**src/rtl/bit_interleaver.sv**
```systemverilog
// bit_interleaver: 802.11a TX block interleaver with ping-pong banks, 1 bit/clock sustained.
module bit_interleaver #(
  parameter int N_CBPS = 48,
  parameter int N_BPSC = 1
) (
  input  logic Clock,
  input  logic Reset,
  input  logic In_Data,
  input  logic In_Valid,
  output logic In_Ready,
  output logic Out_Data,
  output logic Out_Valid,
  input  logic Out_Ready,
  output logic Out_Last
);
  localparam int AW = $clog2(N_CBPS);
  localparam int S = (N_BPSC / 2 > 1) ? N_BPSC / 2 : 1;
  localparam logic [AW-1:0] LAST = AW'(N_CBPS - 1);
  function automatic int jfun(input int k);
    int i;
    i = (N_CBPS / 16) * (k % 16) + k / 16;
    return S * (i / S) + (i + N_CBPS - (16 * i) / N_CBPS) % S;
  endfunction
  logic [N_CBPS-1:0] mem [2];
  logic [AW-1:0] jmap [N_CBPS];
  logic [1:0] full;
  logic wb, rb;
  logic [AW-1:0] wc, rc;
  logic in_fire, out_fire;
  // write-address permutation folds to a constant table
  for (genvar g = 0; g < N_CBPS; g++) begin : g_map
    assign jmap[g] = AW'(jfun(g));
  end
  assign In_Ready = !full[wb];
  assign Out_Valid = full[rb];
  assign Out_Data = Out_Valid && mem[rb][rc];
  assign Out_Last = Out_Valid && (rc == LAST);
  assign in_fire = In_Valid && In_Ready;
  assign out_fire = Out_Valid && Out_Ready;
  always_ff @(posedge Clock) begin
    if (in_fire) mem[wb][jmap[wc]] <= In_Data;
  end
  always_ff @(posedge Clock) begin
    if (Reset) begin
      wc <= '0;
      rc <= '0;
      wb <= 1'b0;
      rb <= 1'b0;
      full <= 2'b00;
    end else begin
      if (in_fire) begin
        wc <= (wc == LAST) ? '0 : wc + 1'b1;
        if (wc == LAST) begin
          full[wb] <= 1'b1;
          wb <= !wb;
        end
      end
      if (out_fire) begin
        rc <= (rc == LAST) ? '0 : rc + 1'b1;
        if (rc == LAST) begin
          full[rb] <= 1'b0;
          rb <= !rb;
        end
      end
    end
  end
endmodule

```
**config.mk**
```make
export PLATFORM = sky130hd
export DESIGN_NAME = bit_interleaver
export DESIGN_NICKNAME = d
export VERILOG_FILES = /design/src/rtl/bit_interleaver.sv
export SDC_FILE = /design/constraint.sdc
export NUM_CORES = 1
export LEC_CHECK = 0
export CELL_PAD_IN_SITES_DETAIL_PLACEMENT = 0
export CELL_PAD_IN_SITES_GLOBAL_PLACEMENT = 1
export CORE_ASPECT_RATIO = 0.7
export CORE_MARGIN = 3
export CORE_UTILIZATION = 55
export CTS_BUF_LIST = sky130_fd_sc_hd__clkbuf_4 sky130_fd_sc_hd__clkbuf_8 sky130_fd_sc_hd__clkbuf_16
export DETAILED_ROUTE_END_ITERATION = 16
export HOLD_SLACK_MARGIN = 0.03
export PLACE_DENSITY_LB_ADDON = 0.1
export SYNTH_ARGS = -nofsm -noshare
export SYNTH_HDL_FRONTEND = slang
export SYNTH_SLANG_ARGS = --single-unit
```
**constraint.sdc**
```tcl
create_clock -name Clock -period 5.73 [get_ports Clock]
set_input_delay 1.146 -clock Clock [delete_from_list [all_inputs] [get_ports Clock]]
set_output_delay 1.146 -clock Clock [all_outputs]
set_load 0.005 [all_outputs]
```
## After elaboration in Yosys (flattened, before gate mapping)

Memories as Yosys holds them, arrays and structs flattened. A register that Yosys moved wholly into a read port is not among the register bits.
Cells that the tools add are included.

- Memories kept: 2
- Bits in registers: 16
- Word-level logic and storage cells: 60
- Bits in writable memories: 96
- Memory bits (read-only): 384

Memories:

| name | words | width | rd ports | clocked after Yosys merged registers in | wr ports | RTL line | source |
|---|---|---|---|---|---|---|---|
| (no name shown) | 64 | 6 | 1 | 0 | 0 | 41 | `if (in_fire) mem[wb][jmap[wc]] <= In_Data;` |
| mem | 2 | 48 | 1 | 1 | 1 | 24 | `logic [N_CBPS-1:0] mem [2];` |

- Equal/unequal tests: 2
- Muxes and demuxes: 25
- Bitwise gates (word level): 4
- $add $sub $neg: 2
- Order comparisons: 8
- Reduce and logical (&&, ||, !) cells: 12

Operator list:

| cell | number |
|---|---|
| 48-bit 2-to-1 mux | 1 |
| 6-bit 2-to-1 mux | 4 |
| 6-bit by 7-bit less-than comparator with 1-bit output, second input constant | 2 |
| 6-bit by 1-bit adder with 6-bit output, second input constant | 2 |
| 6-bit == test, second input constant | 2 |
| 1-bit 2-to-1 mux | 11 |
| 2-bit 2-to-1 mux | 5 |
| 7-bit greater-or-equal comparator, second input constant | 1 |
| 1-bit logical AND | 7 |
| 6-bit NOT with 7-bit output | 1 |
| 1-bit binary-select mux with 6-bit select | 1 |
| 1-bit demux with 6-bit select | 1 |
| 6-bit by 1-bit greater-or-equal comparator with 1-bit output, second input constant | 1 |
| 1-bit by 2-bit less-than comparator with 1-bit output, second input constant | 2 |
| 2-bit AND reduction | 2 |
| 1-bit logical NOT | 3 |
| 2-bit AND | 1 |
| 1-bit demux with 1-bit select | 2 |
| 1-bit greater-or-equal comparator, second input constant | 2 |
| 2-bit NOT | 1 |
| 2-bit bitwise OR | 1 |

## Depth between registers and ports, before layout

Gate-level depths: netlist (run 1).

- Depth in word-level cells: 11
- Gate-level depth with buffers: 8
- Gate-level depth less buffers: 8

## Least setup slack after synthesis (run 1)

OpenSTA, ideal clock, no wires.

- Kind: reg2out
- From: register with a tool-made name
- To: output port Out_Data
- Path slack: 2,849 ps
- Cell stages (with the launch flop): 8
- Required time: 4,584 ps
- Data arrival time: 1,735 ps
- Cells stage by stage: dfxtp_1 > buf_2 > buf_4 > mux4_2 > mux2i_1 > mux2i_1 > o211ai_1 > nand3_1

RTL lines:

| item | RTL line | source |
|---|---|---|
| end: declaration | 11 | `output logic Out_Data,` |

==> results.cfg, run 1 <==
[status]
status = finished clean

[finish]
multi_input_area_mm2 = 0.00209
nFillCells = 710
drive_gt1_share_pct = 15.8
regArea_mm2 = 0.00322
finalNetCount = 458
area_delta_synth_final_pct = 12.6
postLayoutCellArea_mm2 = 0.00619
diodes = 0

[sta]
fmax_mhz = 233
drv_slew = 0
relSlewSlack_pct = 25.4
rsz0062_at_grt = no
clock_skew_ps = 7.01
finalHoldViolCount = 0
post-route-worst-setup-slack_ps = 1440
worst_pin_slew_ps = 1120
fin_crit_sh_pct = 75.0
fin_crit_ps = 4290
setup_viol = 0
tns_ps = 0
hold_slack_ps = 555

[worst_hold_path]
min_from = rb
hold_depth = 1
min_to = full[1]
hp-class = reg2reg

[worst_setup_path]
path_class = reg2out
rr_worst_depth = 7
crit_path_end_kind = output pin
crit_path_max_fanout = 27
rrSetupSlack_ps = 2580
r2r-start = wc[1]
critPathRequiredTime_ps = 4580
arrival_ps = 3150
cp-start-kind = flop
r2r-end = mem[0][8]

[synthesis]
ys_types = 54
seq_area_frac_synth_pct = 58.7
yosysMostFrequentCell = nor2_1
synthCells = 438
synth_edf_count = 96
synth_top_area_share_pct = 52.5
netlist_top_cells_count = 121 x nor2_1, 96 x edfxtp_1, 25 x mux4_2
syn-cell-area_mm2 = 0.00550
syn_area_per_cell_um2 = 12.5
ys_async_sr_fraction_pct = 0
syn-num-nets = 454
synth_area_leaders = edfxtp_1 52%, mux4_2 10%, nor2_1 8.3%, dfxtp_1 6.2%, ha_1 2.5%
synth_ff_type = edfxtp_1
yosys.area.top_type = edfxtp_1
yosysWarnings = 0
synth_seq_cells = 113

[pwr]
total_power_w = 0.00199
p_leak_nw = 1.92
vdd_drop_max_mv = 0.257
pwr_density_cell_mw_per_mm2 = 322

[clock_tree]
ctsHoldBuffers = 0
clk_pin_slew_ps = 50
post-cts-setup-buffers = 0
numCtsBuffers = 17
ctsResizeCount = 0
cts_tree = done
cts_root_buf = clkbuf_16
numClockSinks = 113
clk_latency_ps = 410
cts_max_level = 4
clockBufferDepth = 2

[floorplan]
coreArea_mm2 = 0.00940
fp.dieH_um = 89.6
ios = 9
rows = 29
dieArea_mm2 = 0.0112
floorplan.initialDensity_pct = 58.5
die_w_um = 125

[placed_design]
pre_cts_ws_ps = 1770
numPortBuffers = 8
place_congestion = 0.794
hpwlAfterDp_um = 7530
dpl_cell_area_mm2 = 0.00560

[routing]
drc = 0
num_vias = 3529
antenna_left = 0
avgRoutedWirePerCell_um = 20.4
wl_um = 11800
drt_iter0_drc = 474
firstDrtPassIters = 5
routed_via_density = 6.09

[global_routing]
grt_pass1_vias = 3452
globalRouteOverflowTotal = 0
grt_pass1_wl_um = 18900
grt_max_degree = 97
globalRouteTotalUtil_pct = 22.8
antenna_found_initial = 0

[run]
max_cap_violations = 0
-- state kept, by name (all words and copies together), names as in the netlist, named ones only --
signal,count
wc,6
full,2
wb,1
rc,6
rb,1
mem,96
-- cell families after synthesis --
group / share of synthesized area (%)
simple gates: 14.2
xor+xnor: 0.956
mux: 14.3
buf+inv: 3.32
compound gates: 6.10
flops: 58.7
fa+ha+maj: 2.50
-- worst max-delay path by stage --
stage          slack (ps)       end  cells after the start
3_5_place_dp         1770  Out_Data                      5
5_1_grt              1150  Out_Data                      5
4_1_cts              1360  Out_Data                      5
2_1_floorplan        2850  Out_Data                      7
3_3_place_gp         1830  Out_Data                      5
6_report             1440  Out_Data                      5
-- final cells by class --
class	count	area share, %
flip-flops and latches	113	52.1
multi-input cells	288	33.8
clock inverters	13	2.33
repair buffers	10	1.46
inverters	12	0.728
well taps	124	2.51
clock buffers	19	7.12
-- routing by layer --
layer,track usage [%],share of wire [%],vias up
met5,0,0,-
met4,8.27,1.3,0
met3,5.50,5.3,16
met2,35.4,46,104
met1,32.2,47,1777
li1,-,-,1632
-- per-stage QoR --
step | utilization, % | std cells
3_3_place_gp | 59.6 | 547
3_5_place_dp | 59.6 | 547
2_1_floorplan | - | 438
4_1_cts | 65.9 | 579
6_report | 65.9 | 579
5_1_grt | 65.9 | 579
-- power by group --
group	internal (W)	switching, W
registers	0.000895	0.00000319
clock network	0.000683	0.000351
logic	0.0000164	0.0000417
total	0.00160	0.000396
-- worst max-delay path, stage by stage (launching register included) --
cell,delay (ps)
dfxtp_2,920
mux4_2,610
mux4_2,450
o21ai_0,180
nand3_1,100
clkdlybuf4s50_1,460
-- cell usage in the layout (no fill, tap or decap), types with 3 or more instances in the layout --
cell type,count
nand3_1,5
a22oi_1,3
nor2_1,121
inv_1,11
nand2_1,19
clkinv_2,7
a21oi_1,12
dfxtp_1,16
nor3_1,4
bufinv_16,3
nor2b_1,5
clkbuf_16,17
mux4_2,25
ha_1,11
nand4_1,8
clkdlybuf4s50_1,7
mux2_2,5
edfxtp_1,96
o211ai_1,8
and2_1,5
mux2i_1,13
o21ai_0,3
xnor2_1,4
(Power assumes the default switching activity.)
==> inputs of run 2 (changes only) <==
--- a/config.mk
+++ b/config.mk
@@ -9,7 +9,7 @@
 export CELL_PAD_IN_SITES_GLOBAL_PLACEMENT = 1
 export CORE_ASPECT_RATIO = 0.7
 export CORE_MARGIN = 3
-export CORE_UTILIZATION = 55
+export CORE_UTILIZATION = 47
 export CTS_BUF_LIST = sky130_fd_sc_hd__clkbuf_4 sky130_fd_sc_hd__clkbuf_8 sky130_fd_sc_hd__clkbuf_16
 export DETAILED_ROUTE_END_ITERATION = 16
 export HOLD_SLACK_MARGIN = 0.03
==> constraint.sdc (replaced) <==
create_clock -name Clock -period 3.6 [get_ports Clock]
set_input_delay 0.72 -clock Clock [delete_from_list [all_inputs] [get_ports Clock]]
set_output_delay 0.72 -clock Clock [all_outputs]
set_load 0.005 [all_outputs]
==> run 2 against run 1 <==
  * Sequential share of layout area decreased by 0.39 points
  * Design area rose by 0.91%
  * First-iteration DRC count down 35%
  * Critical endpoint unchanged
  * Largest cell class unchanged
==> results.cfg, run 2 (synthesis gave the netlist of run 1 again) <==
[status]
status = finished clean

[clock_tree]
ctsHoldBuffers = 0
cts_tree = done
cts_root_buf = clkbuf_16
numClockSinks = 113
clk_latency_ps = 410
clockBufferDepth = 2
numCtsBuffers = 17
clk_pin_slew_ps = 50
post-cts-setup-buffers = 0
cts_max_level = 4

[sta]
fin_crit_ps = 3400
setup_viol = 0
relSlewSlack_pct = 38.0
rsz0062_at_grt = no
fmax_mhz = 294
clock_skew_ps = 8.80
post-route-worst-setup-slack_ps = 197
drv_slew = 0
worst_pin_slew_ps = 926
finalHoldViolCount = 0
fin_crit_sh_pct = 94.5
tns_ps = 0

[global_routing]
grt_max_degree = 52
globalRouteTotalUtil_pct = 20.5
antenna_found_initial = 0
globalRouteOverflowTotal = 0
grt_pass1_wl_um = 19500
grt_pass1_vias = 3428

[floorplan]
coreArea_mm2 = 0.0112
rows = 32
fp.dieH_um = 96.5
dieArea_mm2 = 0.0130
ios = 9
floorplan.initialDensity_pct = 49.0
die_w_um = 135

[finish]
layout_commonest_cell = nor2_1
multi_input_area_mm2 = 0.00209
nFillCells = 931
diodes = 0
finalNetCount = 464
largest_reg_flops = 96
regArea_mm2 = 0.00323
mostFrequentLayoutCells = 121 x nor2_1, 96 x edfxtp_1, 25 x mux4_2
area_delta_synth_final_pct = 13.6
drive_gt1_share_pct = 17.6

[run]
max_cap_violations = 0

[pwr]
pwr_density_cell_mw_per_mm2 = 490
p_leak_nw = 1.95
total_power_w = 0.00306
vdd_drop_max_mv = 0.354

[worst_setup_path]
path_class = reg2out
cp-start-kind = flop
rr_worst_depth = 7
critPathRequiredTime_ps = 2880
cp_slowest_stage_delay_ps = 540
cp_slowest_cell = mux4_2
arrival_ps = 2680
crit_path_max_fanout = 13
crit_path_cell_trace = mux4_2 > mux4_2 > o21ai_0 > nand3_1 > clkdlybuf4s50_1
crit_path_end_kind = output pin
cpMostUsedCell = mux4_2

[routing]
num_vias = 3478
firstDrtPassIters = 4
routed_via_density = 5.66
avgRoutedWirePerCell_um = 20.0
wl_um = 12300
drc = 0
antenna_left = 0
drt_iter0_drc = 309

[worst_hold_path]
hold_depth = 1
hp-class = reg2reg

[placed_design]
numPortBuffers = 8
place_congestion = 0.777
pre_cts_ws_ps = 345
hpwlAfterDp_um = 8200
run 2: layout make-up:
class / count / share of cell area (%)
Clock inverter: 6 / 0.521
Timing Repair Buffer: 16 / 2.22
Tap cell: 153 / 3.07
Sequential cell: 113 / 51.7
Inverter: 12 / 0.721
Clock buffer: 26 / 8.29
Multi-Input combinational cell: 288 / 33.5
run 2: what timing repair did:
item                       4_1_cts  5_1_grt
pin swaps                        0        0
gates resized for setup          1        3
setup endpoints to repair        1        1
run 2: through the flow:
stage	util [%]	hold WS (ps)	area [um2]	std cells
2_1_floorplan	-	496	5500	438
3_3_place_gp	50.7	530	5690	582
3_5_place_dp	50.7	546	5690	582
4_1_cts	55.6	540	6240	614
5_1_grt	55.7	555	6240	614
6_report	55.7	537	6240	614
run 2: layer usage:
metal / vias to the layer above / track usage [%] / wire (um)
met5: - / 0 / 0
met4: 0 / 8.89 / 212
met3: 19 / 5.75 / 746
met2: 100 / 29.5 / 5470
met1: 1716 / 29.3 / 5850
li1: 1643 / - / -
run 2: report_power, final:
part | switching, W | total [W] | leakage, nW | internal [W]
clock network | 0.000554 | 0.00154 | 0.281 | 0.000982
logic | 0.0000707 | 0.0000985 | 0.666 | 0.0000278
registers | 0.00000276 | 0.00143 | 1.00 | 0.00142
run 2: critical path, delay by kind of cell (launching register included):
family          cells  cell delay [ps]
simple gates        1              110
buf+inv             1              480
flops               1              520
compound gates      1              150
mux                 2             1020
run 2: worst paths after layout:
check	startpoint	end	slack [ps]
max	flop	Out_Data	200
min	rb	full[1]	540
max reg2reg	wc[0]	mem[0][17]	580
min reg2reg	rb	full[1]	540
